## src/rtl/lbp_pkg.sv

```systemverilog
// Shared constants, FSM states and address helpers
// for the LBP histogram accumulator.
package lbp_pkg;

  localparam int IMG_W  = 128;
  localparam int BIN_N  = 256;
  localparam int CNT_W  = 14;
  localparam int ADDR_W = 14;

  typedef enum logic [2:0] {
    ACCUM,
    FLUSH,
    DRAIN_RD,
    DRAIN_OUT,
    DONE
  } hist_state_t;

  // True when row and col are both in 1..img_w-2.
  function automatic logic is_interior(
    input logic [ADDR_W-1:0] addr,
    input int                img_w
  );
    int row;
    int col;
    row = int'(addr) / img_w;
    col = int'(addr) % img_w;
    return (row >= 1) && (row <= img_w - 2) &&
           (col >= 1) && (col <= img_w - 2);
  endfunction

endpackage

```

## src/rtl/lbp_hist_ram.sv

```systemverilog
// Bin count storage: 1-cycle sync read, one write port,
// read-before-write on a same-address collision.
module lbp_hist_ram
  import lbp_pkg::*;
#(
  parameter int CNT_W = lbp_pkg::CNT_W
)(
  input  logic             clk,
  input  logic             rd_en,
  input  logic [7:0]       rd_addr,
  output logic [CNT_W-1:0] rd_data,
  input  logic             wr_en,
  input  logic [7:0]       wr_addr,
  input  logic [CNT_W-1:0] wr_data
);

  logic [CNT_W-1:0] mem [BIN_N];

  // Read returns the pre-write contents of the same edge.
  always_ff @(posedge clk) begin
    if (rd_en) rd_data <= mem[rd_addr];
    if (wr_en) mem[wr_addr] <= wr_data;
  end

endmodule

```

## src/rtl/lbp_histogram.sv

```systemverilog
// 256-bin LBP code histogram with protocol checking and
// a valid/ready drain of all bins after finish.
module lbp_histogram
  import lbp_pkg::*;
#(
  parameter int IMG_W = lbp_pkg::IMG_W,
  parameter int CNT_W = lbp_pkg::CNT_W
)(
  input  logic              clk,
  input  logic              reset,
  input  logic              lbp_valid,
  input  logic [ADDR_W-1:0] lbp_addr,
  input  logic [7:0]        lbp_data,
  input  logic              finish,
  output logic              hist_valid,
  input  logic              hist_ready,
  output logic [7:0]        hist_bin,
  output logic [CNT_W-1:0]  hist_count,
  output logic              hist_last,
  output logic [CNT_W-1:0]  pix_count,
  output logic              proto_err,
  output logic              done
);

  hist_state_t      state;
  hist_state_t      state_nx;
  logic [7:0]       k;
  logic [BIN_N-1:0] flags;

  logic             s1_valid;
  logic [7:0]       s1_bin;
  logic             fw_valid;
  logic [7:0]       fw_bin;
  logic [CNT_W-1:0] fw_data;

  logic [CNT_W-1:0] rd_data;
  logic [CNT_W-1:0] old_cnt;
  logic [CNT_W-1:0] new_cnt;
  logic             accept;
  logic             rd_en;
  logic [7:0]       rd_addr;
  logic             hs;

  assign accept  = lbp_valid && (state == ACCUM) &&
                   is_interior(lbp_addr, IMG_W);
  assign rd_en   = accept || (state == DRAIN_RD);
  assign rd_addr = (state == DRAIN_RD) ? k : lbp_data;
  assign hs      = (state == DRAIN_OUT) && hist_ready;

  lbp_hist_ram #(
    .CNT_W (CNT_W)
  ) u_ram (
    .clk     (clk),
    .rd_en   (rd_en),
    .rd_addr (rd_addr),
    .rd_data (rd_data),
    .wr_en   (s1_valid),
    .wr_addr (s1_bin),
    .wr_data (new_cnt)
  );

  // Stage-2 old value: forward last write, else mask unwritten bins.
  always_comb begin
    old_cnt = '0;
    if (fw_valid && (fw_bin == s1_bin)) begin
      old_cnt = fw_data;
    end else if (flags[s1_bin]) begin
      old_cnt = rd_data;
    end
    new_cnt = old_cnt + CNT_W'(1);
  end

  // State register.
  always_ff @(posedge clk or posedge reset) begin
    if (reset) state <= ACCUM;
    else       state <= state_nx;
  end

  // Next-state logic.
  always_comb begin
    state_nx = state;
    unique case (state)
      ACCUM:     if (finish) state_nx = FLUSH;
      FLUSH:     state_nx = DRAIN_RD;
      DRAIN_RD:  state_nx = DRAIN_OUT;
      DRAIN_OUT: begin
        if (hist_ready) begin
          state_nx = (k == 8'hFF) ? DONE : DRAIN_RD;
        end
      end
      DONE:      state_nx = DONE;
      default:   state_nx = ACCUM;
    endcase
  end

  // Accumulate pipeline, flags, counters and sticky error.
  always_ff @(posedge clk or posedge reset) begin
    if (reset) begin
      s1_valid  <= 1'b0;
      s1_bin    <= '0;
      fw_valid  <= 1'b0;
      fw_bin    <= '0;
      fw_data   <= '0;
      flags     <= '0;
      pix_count <= '0;
      proto_err <= 1'b0;
    end else begin
      s1_valid <= accept;
      s1_bin   <= lbp_data;
      fw_valid <= s1_valid;
      fw_bin   <= s1_bin;
      fw_data  <= new_cnt;
      if (s1_valid) begin
        flags[s1_bin] <= 1'b1;
        if (pix_count != '1) pix_count <= pix_count + CNT_W'(1);
      end
      if (lbp_valid && !accept) proto_err <= 1'b1;
    end
  end

  // Drain bin index advances on each handshake.
  always_ff @(posedge clk or posedge reset) begin
    if (reset)   k <= '0;
    else if (hs) k <= k + 8'd1;
  end

  assign hist_valid = (state == DRAIN_OUT);
  assign hist_bin   = hist_valid ? k : '0;
  assign hist_count = (hist_valid && flags[k]) ? rd_data : '0;
  assign hist_last  = hist_valid && (k == 8'hFF);
  assign done       = (state == DONE);

endmodule

```

## config.mk

```make
export PLATFORM = sky130hd
export DESIGN_NAME = lbp_histogram
export DESIGN_NICKNAME = d
export VERILOG_FILES = /design/src/rtl/lbp_pkg.sv /design/src/rtl/lbp_hist_ram.sv /design/src/rtl/lbp_histogram.sv
export SDC_FILE = /design/constraint.sdc
export NUM_CORES = 2
export LEC_CHECK = 0
export ABC_AREA = 1
export ABC_CLOCK_PERIOD_IN_PS = 12000
export CAP_MARGIN = 40
export CORE_ASPECT_RATIO = 1.25
export CORE_MARGIN = 2
export CORE_UTILIZATION = 30
export CTS_BUF_LIST = sky130_fd_sc_hd__clkbuf_16
export DETAILED_ROUTE_END_ITERATION = 16
export GPL_ROUTABILITY_DRIVEN = 0
export HOLD_SLACK_MARGIN = 0.02
export SYNTH_ARGS = -nofsm -noshare
export SYNTH_HDL_FRONTEND = slang
export SYNTH_SLANG_ARGS = --single-unit
```

## constraint.sdc

```tcl
create_clock -name clk -period 12 [get_ports clk]
set_clock_uncertainty 0.15 [all_clocks]
set_input_delay 1.8 -clock clk [delete_from_list [all_inputs] [get_ports clk]]
set_output_delay 1.8 -clock clk [all_outputs]
set_load 0.02 [all_outputs]
```

# Yosys cells after proc, flatten, opt, wreduce, memory -nomap -nowiden
# Memories as Yosys holds them, arrays and structs flattened. A register that Yosys moved wholly into a read port is not among the register bits.
# Cells that the tools add are included.
[totals]
ff_bits = 314
latchBits = 0
ram_bits = 3584
romBits = 0
input_bits = 27
output_inout_bits = 40
wordCells = 64
mem_count = 1
[op_classes]
add_sub_neg = 3
n_mul = 0
n_div = 0
magnitude_cmp = 7
eq_ne = 9
shift = 0
muxes = 17
n_bitwise = 1
n_reduce_logical = 16
[mem_list]
columns = ["name", "depth", "width", "read_ports", "rd_clocked_by_memory_dff", "wr", "line_no", "rtl"]
rows = [
  ["u_ram.mem", 256, 14, 1, 1, 1, "lbp_hist_ram.sv:17", "logic [CNT_W-1:0] mem [BIN_N];"],
]
[op_table]
columns = ["cell", "count"]
rows = [
  ["256-bit OR", 1],
  ["14-bit two-way mux", 3],
  ["14-bit by 1-bit adder with 14-bit output (second input constant)", 2],
  ["8-bit by 9-bit less-than comparator with 1-bit output (second input constant)", 2],
  ["1-bit binary-select mux with 8-bit select", 2],
  ["8-bit two-way mux", 2],
  ["3-bit one-hot mux with 5 select lines", 1],
  ["7-bit by 1-bit greater-or-equal comparator with 1-bit output (second input constant)", 2],
  ["7-bit <= comparator (second input constant)", 2],
  ["14-bit inequality test (second input constant)", 1],
  ["1-bit logical AND", 11],
  ["3-bit two-way mux", 3],
  ["8-bit by 1-bit adder with 8-bit output (second input constant)", 1],
  ["1-bit demux with 8-bit select", 1],
  ["8-bit == test", 1],
  ["8-bit == test (second input constant)", 1],
  ["8-bit by 1-bit greater-or-equal comparator with 1-bit output (second input constant)", 1],
  ["3-bit by 2-bit == test with 1-bit output (second input constant)", 2],
  ["1-bit two-way mux", 5],
  ["2-bit AND reduction", 2],
  ["3-bit by 1-bit == test with 1-bit output (second input constant)", 1],
  ["3-bit == test (second input constant)", 1],
  ["3-bit zero test", 1],
  ["2-bit by 1-bit inequality test with 1-bit output (second input constant)", 1],
  ["3 further kinds", 3],
]

# Depth between registers and ports, before layout
[depth]
word_depth = 7
mapped_depth = 22
ltp_nobuf = 21

# Modules after synthesis
# Synthesis repeated with hierarchy kept, for this count alone.
[unflattened]
hier_cells = 14210
hier_area_um2 = 161513.7
[modules_own_cells]
columns = ["module", "instances", "cells_each", "area_each_um2", "seq_area_each_um2"]
rows = [
  ["lbp_hist_ram", 1, 11962, 144648.7, 108043.6],
  ["lbp_histogram", 1, 2248, 16864.9, 7857.5],
]

# Worst setup path before layout
# Ideal clock, no wire load.
[synth_timing]
kind = "flip-flop to flip-flop"
start = "reg s1_bin[0]"
end = "mem u_ram.mem[0][4], data pin"
setup_time_ps = 1529
arrival_ps = 11365
required_time_ps = 10321
setup_slack_ps = -1045
path_stages_with_launch = 21
path_buffers = 2
period_less_slack_ps = 13045
cell_sequence = "dfrtp_1 -> buf_4 -> buf_6 -> nand2_4 -> nor2_1 -> a21oi_1 -> nand2_1 -> nand2_1 -> nand2_1 -> o21ai_1 -> nand2_1 -> nor2_1 -> nor2_1 -> nor2_1 -> nand2_4 -> a31oi_4 -> inv_2 -> ha_1 -> inv_1 -> nor2_2 -> xor2_1"
[synth_between]
elab_chain_cells = 5
word_cells_on_any_way = 7
classes_between = "1 x add/sub; 1 x eq/ne; 4 x mux; 1 x reduce/logical"
[synth_rtl]
columns = ["item", "line_no", "rtl"]
rows = [
  ["from (decl)", "lbp_histogram.sv:31", "logic [7:0] s1_bin;"],
  ["from (signal assigned)", "lbp_histogram.sv:109", "s1_bin <= lbp_data;"],
  ["1-bit binary-select mux with 8-bit select", "lbp_histogram.sv:67", "end else if (flags[s1_bin]) begin"],
  ["1-bit two-way mux (not written as such)", "lbp_histogram.sv:67", ""],
  ["14-bit two-way mux", "lbp_histogram.sv:67", ""],
  ["14-bit two-way mux (*)", "lbp_histogram.sv:65", "if (fw_valid && (fw_bin == s1_bin)) begin"],
  ["14-bit by 1-bit adder with 14-bit output (*)", "lbp_histogram.sv:70", "new_cnt = old_cnt + CNT_W'(1);"],
  ["via new_cnt[4]", "lbp_histogram.sv:38", "logic [CNT_W-1:0] new_cnt;"],
  ["to (decl)", "lbp_hist_ram.sv:17", ""],
]
# Mark *: on every way through the listed nets, which the timed path passes. The rest lies on a longest branch. The select of a mux whose other input is x is not followed.

# Worst setup path in the final report
[layout_timing]
start = "reg k[0]"
end = "out hist_count[1]"
[layout_between]
elab_chain_cells = 4
[layout_rtl]
columns = ["item", "line_no", "rtl"]
rows = [
  ["from (decl)", "lbp_histogram.sv:27", "logic [7:0] k;"],
  ["from (signal assigned)", "lbp_histogram.sv:124", "else if (hs) k <= k + 8'd1;"],
  ["1-bit binary-select mux with 8-bit select", "lbp_histogram.sv:129", "assign hist_count = (hist_valid && flags[k]) ? rd_data : '0;"],
  ["1-bit two-way mux (not written as such)", "lbp_histogram.sv:129", ""],
  ["1-bit logical AND", "lbp_histogram.sv:129", ""],
  ["14-bit two-way mux", "lbp_histogram.sv:129", ""],
  ["to (decl)", "lbp_histogram.sv:18", "output logic [CNT_W-1:0] hist_count,"],
]
# No other way between the ends. The select of a mux whose other input is x is not followed.

==> results.sh <==
export IMPL_synth_top_area_cell="edfxtp_1"
export IMPL_synthTopCellsByArea="edfxtp_1, o21ai_0, nor2_1"
export IMPL_antenna_found_initial=27
export IMPL_instances_no_fill=19485
export IMPL_port_buffers=66
export IMPL_post_place_ws_ns=4.675
export IMPL_drc=0
export IMPL_cts_buffers=358
export IMPL_max_freq_ghz=0.1284
export IMPL_p_int_mw=24.38
export IMPL_p_sw_mw=15.48
export IMPL_end_kind="primary output"
export IMPL_clk_pin_slew_ns=0.07
export IMPL_p_clk_share_pct=28.9
export IMPL_synth_nets=12394
export IMPL_drive_above_1_share_pct=9.671
export IMPL_grt_pass1_wl_mm=692.9
export IMPL_syn_to_final_growth_pct=14.17
export IMPL_hold_path_class="reg -> reg"
export IMPL_async_flop_share_pct=8.027
export IMPL_rows=297
export IMPL_post_dp_cell_area_mm2=0.1679
export IMPL_initial_core_util_pct=30.08
export IMPL_cp_data_required_time_ns=10.05
export IMPL_final_hold_viol_count=0
export IMPL_period_needed_ns=7.786
export IMPL_crit_type="reg -> out"
export IMPL_cts_sink_count=3912
export IMPL_finalInstanceArea_mm2=0.1795
export IMPL_slew_headroom_pct=21.77
export IMPL_critical_path_arrival_ns=5.84
export IMPL_p_per_area_mw_per_mm2=222.0
export IMPL_ant_nets=0
export IMPL_rsz0062_at_grt="false"
export IMPL_ys_warn_count=0
export IMPL_grt_max_degree=209
export IMPL_drv_slew=0
export IMPL_cp_start_kind="register"
export IMPL_crit_fanout=74
export IMPL_placedCellCount=18826
export IMPL_hold_ws_ns=0.3188
export IMPL_tns_ns=0
export IMPL_vias_per_cell=5.371
export IMPL_vdd_ir_drop_max_mv=0.3021
export IMPL_status="finished, final reports clean"
export IMPL_clockBufferDepth=4
export IMPL_synthFlopType="edfxtp_1"
export IMPL_nets=12339
export IMPL_cts_root_buffer="clkbuf_16"
export IMPL_synthCells=12364
export IMPL_ys_types=41
export IMPL_finalCritPeriodShare_pct=64.88
export IMPL_coreArea_mm2=0.5229
export IMPL_via_count=104648
export IMPL_drt_first_pass_iters=6
export IMPL_hpwl_mm=273.5
export IMPL_worst_slack_ns=4.215
export IMPL_synth_edf_count=3598
export IMPL_postCtsHoldBufs=0
export IMPL_leakage_nw=52.54
export IMPL_whs_path_depth=2
export IMPL_post_cts_resized=0
export IMPL_grt_overflow=0
export IMPL_swShare_pct=38.83
export IMPL_power_frac_seq_pct=37.5
export IMPL_synth_top_cell_area_share_pct=68.71
export IMPL_first_iter_violations=12521
export IMPL_post_cts_setup_buffer_count=0
export IMPL_io_pins=67
export IMPL_routedWlPerCell_um=24.59
export IMPL_avgSynthCellArea_um2=12.72
export IMPL_drt_total_wl_mm=479.2
export IMPL_die_area_mm2=0.5300
export IMPL_grt_pass1_vias=99497
export IMPL_clk_latency_ns=0.96
export IMPL_syn_area_mm2=0.1572
export IMPL_fp_dieH_um=813.5
export IMPL_grt_usage_pct=17.39
export IMPL_cap_viol_max_count=0
export IMPL_reg2reg_depth=19
export IMPL_ctsHtreeMaxLevel=5
export IMPL_cts_tree="done"
export IMPL_p_comb_share_pct=33.6
export IMPL_setup_viol=0
export IMPL_yosysSeqAreaShare_pct=73.71
export IMPL_worst_pin_slew_ns=1.173
export IMPL_dieWidth_um=651.6
export IMPL_synth_seq_cells=3912
synthesized netlist by cell type, types with 2 or more instances:
cell,n
edfxtp_1,3598
nor2_1,2179
o21ai_0,2161
clkbuf_1,688
nand2_1,683
nand3_1,519
o221ai_1,474
o22ai_1,438
o211ai_1,417
dfrtp_1,314
inv_1,267
buf_2,189
a21oi_1,102
o21ai_1,78
or2_2,76
buf_4,40
buf_1,29
nand4_1,23
xor2_1,20
inv_2,11
xnor2_1,8
nor3_1,7
buf_6,6
nor2_2,6
nor4_1,5
nand2_2,4
clkinv_1,3
ha_1,3
nand2_4,2
o21ai_2,2
o311ai_0,2
flip-flops by register name, indices dropped and copies added, names as in the netlist:
name	count
flags	256
s1_bin	8
pix_count	14
fw_bin	8
state	3
s1_valid	1
u_ram.rd_data	14
proto_err	1
k	8
fw_data	14
u_ram.mem	3584
fw_valid	1
power by group through the flow:
stage	sequential (mW)	combinational, mW	clock, mW
6_report	14.9	13.4	11.5
5_1_grt	14.9	14.2	12.1
4_1_cts	14.9	13.3	11.7
3_5_place_dp	15.2	13.2	0
3_3_place_gp	15.2	13.1	0
2_1_floorplan	15.1	8.01	0
path summary, 6_finish.rpt:
| check | from | end | slack (ns) |
|---|---|---|---|
| worst max-delay path | k[0] | hist_count[1] | 4.21 |
| worst min-delay path | flags[230] | flags[230] | 0.32 |
| worst max register to register | s1_bin[1] | u_ram.mem[81][9] | 5.52 |
| worst min register to register | flags[230] | flags[230] | 0.32 |
| max in group asynchronous | reset | s1_bin[1] | 8.24 |
| min in group asynchronous | reset | flags[142] | 1.03 |
metal layers:
| metal | share of wire (%) | vias to the layer above | global-route usage (%) |
|---|---|---|---|
| li1 | - | 45958 | - |
| met1 | 39 | 52979 | 22.09 |
| met2 | 48 | 4795 | 28.66 |
| met3 | 8.2 | 898 | 2.796 |
| met4 | 5.5 | 18 | 9.017 |
| met5 | 0.027 | - | 0 |
cell type report:
type                            instances  area (um^2)
Antenna cell                           13        32.53
Clock buffer                          371         9284
Clock inverter                        275         2362
Fill cell                           50147       343300
Inverter                              282         1109
Multi-Input combinational cell       7217        36810
Sequential cell                      3912       115900
Tap cell                             6877         8605
Timing Repair Buffer                  538         5420
metrics by stage:
step           power [mW]  util (%)
6_report            39.86     34.34
5_1_grt             41.28     34.33
4_1_cts             39.85     34.33
3_5_place_dp        28.44     32.10
3_3_place_gp        28.31     31.81
2_1_floorplan       23.11         -
cell families after synthesis:
| kind of cell | count (synthesis) | synth area share [%] |
|---|---|---|
| buffers and inverters | 1235 | 3.225 |
| XOR/XNOR | 28 | 0.1560 |
| flip-flops | 3912 | 73.71 |
| adder cells (fa/ha/maj) | 3 | 0.02387 |
| AND/OR/NAND/NOR | 3507 | 8.993 |
| AO/OA/AOI/OAI | 3679 | 13.90 |
critical path, stage by stage, from the launching register on:
cell and delay (ns):
dfrtp_4 0.79, buf_4 0.55, buf_4 0.69, a21oi_1 0.14, o21ai_0 0.10, nand3_1 0.09, nand3_1 0.11, nand2_1 0.10
o311ai_0 0.66, nand3_1 0.19, nand3_1 0.11, nand2_1 0.21, nand2_1 0.40, nor2_1 0.09, clkdlybuf4s50_1 0.58
cell usage in the layout (no fill, tap or decap), drive strengths merged:
cell type         n
o221ai          474
dfrtp           314
clkbuf          371
a21oi           102
nor2           2186
edfxtp         3598
nand3           519
nor3              7
xor2             20
bufinv           38
nand4            23
o211ai          417
o21bai            1
a2111oi           1
clkdlybuf4s50    66
clkinvlp         19
nor4              6
o21ai          2242
diode            13
a21boi            1
clkinv          133
o311ai            2
xnor2             8
buf             472
a31oi             1
ha                3
or2              76
and2              1
inv             367
nand2           689
o22ai           438
Note: power is estimated with default switching activity, not from simulation.
